## src/rtl/divider.sv

```systemverilog
// Unsigned 32/32 radix-2 restoring divider with req/resp valid-ready handshakes.
// Result in 32 steps after acceptance; holds the result in DONE until resp_rdy.
module divider (
    input  logic        clk,
    input  logic        rst,
    input  logic [31:0] req_msg_a,
    input  logic [31:0] req_msg_b,
    input  logic        req_val,
    output logic        req_rdy,
    output logic [63:0] resp_msg,
    output logic        resp_val,
    input  logic        resp_rdy
);

    typedef enum logic [1:0] {IDLE, CALC, DONE} state_t;

    state_t      state_q, state_d;
    logic [4:0]  cnt_q, cnt_d;
    logic [31:0] rem_q, rem_d;
    logic [31:0] quo_q, quo_d;
    logic [31:0] b_q, b_d;
    logic        req_rdy_q, req_rdy_d;
    logic        resp_val_q, resp_val_d;
    logic [32:0] rem_shift;

    always_comb begin
        state_d   = state_q;
        cnt_d     = cnt_q;
        rem_d     = rem_q;
        quo_d     = quo_q;
        b_d       = b_q;
        // The partial remainder never exceeds 32 bits between steps, so only
        // the shifted trial value needs the extra bit for the compare.
        rem_shift = {rem_q, quo_q[31]};

        case (state_q)
            IDLE: begin
                if (req_val) begin
                    b_d     = req_msg_b;
                    quo_d   = req_msg_a;
                    rem_d   = '0;
                    cnt_d   = '0;
                    state_d = CALC;
                end
            end
            CALC: begin
                if (rem_shift >= {1'b0, b_q}) begin
                    rem_d = rem_shift[31:0] - b_q;
                    quo_d = {quo_q[30:0], 1'b1};
                end else begin
                    rem_d = rem_shift[31:0];
                    quo_d = {quo_q[30:0], 1'b0};
                end
                cnt_d = cnt_q + 5'd1;
                if (cnt_q == 5'd31) begin
                    state_d = DONE;
                end
            end
            DONE: begin
                if (resp_rdy) begin
                    state_d = IDLE;
                end
            end
            default: state_d = IDLE;
        endcase

        req_rdy_d  = (state_d == IDLE);
        resp_val_d = (state_d == DONE);
    end

    always_ff @(posedge clk) begin
        if (rst) begin
            state_q    <= IDLE;
            cnt_q      <= '0;
            rem_q      <= '0;
            quo_q      <= '0;
            b_q        <= '0;
            req_rdy_q  <= 1'b1;
            resp_val_q <= 1'b0;
        end else begin
            state_q    <= state_d;
            cnt_q      <= cnt_d;
            rem_q      <= rem_d;
            quo_q      <= quo_d;
            b_q        <= b_d;
            req_rdy_q  <= req_rdy_d;
            resp_val_q <= resp_val_d;
        end
    end

    assign req_rdy  = req_rdy_q;
    assign resp_val = resp_val_q;
    assign resp_msg = {rem_q, quo_q};

endmodule

```

## config.mk

```make
export PLATFORM = sky130hd
export DESIGN_NAME = divider
export DESIGN_NICKNAME = d
export VERILOG_FILES = /design/src/rtl/divider.sv
export SDC_FILE = /design/constraint.sdc
export NUM_CORES = 1
export LEC_CHECK = 0
export ABC_CLOCK_PERIOD_IN_PS = 4030
export CELL_PAD_IN_SITES_DETAIL_PLACEMENT = 1
export CELL_PAD_IN_SITES_GLOBAL_PLACEMENT = 2
export CORE_ASPECT_RATIO = 1.75
export CORE_MARGIN = 2
export CORE_UTILIZATION = 31
export DETAILED_ROUTE_END_ITERATION = 10
export PLACE_DENSITY_LB_ADDON = 0.1
export RECOVER_POWER = 50
export SLEW_MARGIN = 40
export SYNTH_ARGS = -nofsm -noshare
export SYNTH_HDL_FRONTEND = slang
export SYNTH_SLANG_ARGS = --single-unit
```

## constraint.sdc

```tcl
create_clock -name clk -period 4.03 [get_ports clk]
set_clock_uncertainty 0.1 [all_clocks]
set_input_delay 0.403 -clock clk [delete_from_list [all_inputs] [get_ports clk]]
set_output_delay 0.403 -clock clk [all_outputs]
set_load 0.05 [all_outputs]
```

==> results.cfg <==
[placed_design]
gp_congestion = 0.906
hpwl_um = 16000
place_ws_ns = 0.857
numPortBuffers = 133

[routing]
routed-wl-met2_um = 11600
drc = 0
antenna_left = 0
drt-met1-wl_um = 7790
drtIter0Drc = 190
wirelength_um = 21200
num_vias = 6148
wl_per_cell_um = 18.6
first_pass_iters = 4
maxUsedRoutingLayer = met4
viasPerCell = 5.40
wl_met3_um = 1080

[worst_setup_path]
path_buf_inv = 3
required_ns = 4.18
slowest_stage = clkbuf_1
end_kind = flip-flop
crit_family = buffers and inverters
cp_max_fo = 34
crit_chain = clkinv_1 -> clkbuf_1 -> o21ai_0 -> buf_4 -> a221oi_1
critPathKind = flip-flop to flip-flop
crit_path_max_incr_delay_ns = 1.14
worstPathArrival_ns = 3.37
startpoint_type = flip-flop

[cells_and_area]
final_util = 0.411
diodes = 0
synthToLayoutAreaGrowth_pct = 30.4
layout-drive-gt1-share = 0.0468
nets = 1000

[logic_synthesis]
yosysTopAreaCell = dfxtp_1
synth_top_family_by_area = compound AO/OA/AOI/OAI gates
seq_area_frac_synth = 0.347
synth.most_common_cell = nand2_1
synth_xor_area_frac = 0.0347
ys.flop_type = dfxtp_1
synth_cell_type_count = 61
synth.area.top_cells = dfxtp_1, nand2_1, ha_1
synthSimpleGateAreaFrac = 0.199
synthAdderAreaFrac = 0.0735
yosysTopAreaCellShare = 0.347
syn_area_mm2 = 0.00606
synth_edf_count = 0
synth_fp_nets = 886
yosys_warnings = 0
synth-compound-area-share = 0.255
yosys-mux-area-fraction = 0.0149
synth_seq_cells = 105
ys_async_sr_fraction = 0
syn_inst = 783
synth_commonest_cells = nand2_1, dfxtp_1, a21oi_1, inv_1, nand3_1
avgSynthCellArea_um2 = 7.74

[cts]
clock_latency_ns = 0.36
clock-sinks = 105
cts_tree = done
clock-root-buffer = clkbuf_16
ctsHoldBuffers = 0
cts_buffers = 9
clkTransAtPathRegs_ns = 0.07
cts_setup_buffers = 0
clk_path_buf_depth = 2
post_cts_resized = 0
htreeDepth = 3

[floorplanning]
die-width_um = 110
die_h_um = 189
coreArea_mm2 = 0.0192
start_util = 0.316
die_area_mm2 = 0.0207
io_pins = 134
num_rows = 67

[timing]
setup_viol = 0
tightest_slew_ns = 1.59
relSlewSlack = -0.0590
fin_tns_setup_ns = 0
setup_slack_ns = 0.812
max_freq_ghz = 0.311
rsz0062_at_grt = no
fin_crit_sh = 0.798
period_minus_slack_ns = 3.22
finalHoldViolations = 0
slew_violations = 35

[global_route]
grt_overflow = 0
grt_max_degree = 74
gr-usage-all-layers = 0.212
grt_antenna_before_repair = 0
grt_pass1_wl_um = 34300
grt_pass1_vias = 6631

[worst_hold_path]
hp-class = flip-flop to flip-flop

[pwr]
p_per_area_mw_per_mm2 = 675
p_leak_uw = 0.00319
ir_drop_mv = 0.251

[job]
cap_viol_max_count = 1

[run_status]
outcome = finished, violations left
violations = max-capacitance violations, max-slew violations
-- cells in the final DEF, fill, tap and decap left out, types with 9 or more instances in the layout --
cell and count:
clkbuf_16 9, a21oi_1 73, dlygate4sd3_1 46, dfxtp_1 105, o22ai_1 34, xnor2_1 16
nand3_1 53, mux2i_1 9, o21ai_0 27, nand2_1 114, inv_1 69, buf_4 13
clkdlybuf4s50_1 86, ha_1 34, a32oi_1 11, nor2_1 34, a221oi_1 33
-- final timing paths --
| kind | depth (start not counted) | slack [ns] | start | end |
|---|---|---|---|---|
| max | 5 | 0.81 | state_q[1] | quo_q[10] |
| max reg2reg | 5 | 0.81 | state_q[1] | quo_q[10] |
| min reg2reg | 2 | 0.36 | b_q[7] | b_q[7] |
| min | 2 | 0.36 | b_q[7] | b_q[7] |
-- power by group --
part           internal, uW  total [uW]  switching, uW
Sequential             1160        1280            117
Combinational          1200        3160           1960
Clock                   486         891            405
Total                  2840        5330           2490
-- cell families after synthesis --
kind of cell,count (synthesis)
adders and majority gates,35
muxes,9
buffers and inverters,116
xor gates and xnor gates,24
AOI/OAI and AO/OA,237
and+or+nand+nor,257
DFF,105
-- per-layer routing --
layer / vias up / track usage
li1: 3026 / -
met5: - / 0
met4: 0 / 0.0876
met3: 42 / 0.0565
met1: 2942 / 0.215
met2: 138 / 0.398
-- per-stage QoR --
stage	cell area [um2]	hold WS, ns	total power, uW	std cells
final	7900	0.357	5330	1139
after global routing	7900	0.378	5730	1139
after CTS	7900	0.359	5420	1139
after detailed placement	7630	0.350	4500	1127
after global placement	7620	0.344	4470	1127
after floorplan	6060	0.336	3510	783
-- worst register-to-register path, cell delays in order (launching register included) --
cell	delay, ns
dfxtp_1	0.39
clkinv_1	0.07
clkbuf_1	1.14
o21ai_0	0.63
buf_4	0.43
a221oi_1	0.35
-- area by class of cell --
type                            instances  area (um2)
Inverter                               70         263
Timing Repair Buffer                  149        1440
Tap cell                              241         302
Sequential cell                       105        2100
Clock buffer                           11         243
Fill cell                            2322       11300
Clock inverter                          1        30.0
Multi-Input combinational cell        562        3520
-- sequential cells by signal, summed over array words and instances, names as in the netlist --
name	cells
state_q	2
rem_q	32
resp_val	1
b_q	32
quo_q	32
cnt_q	5
req_rdy	1
Power figures use the tool's default switching activity.
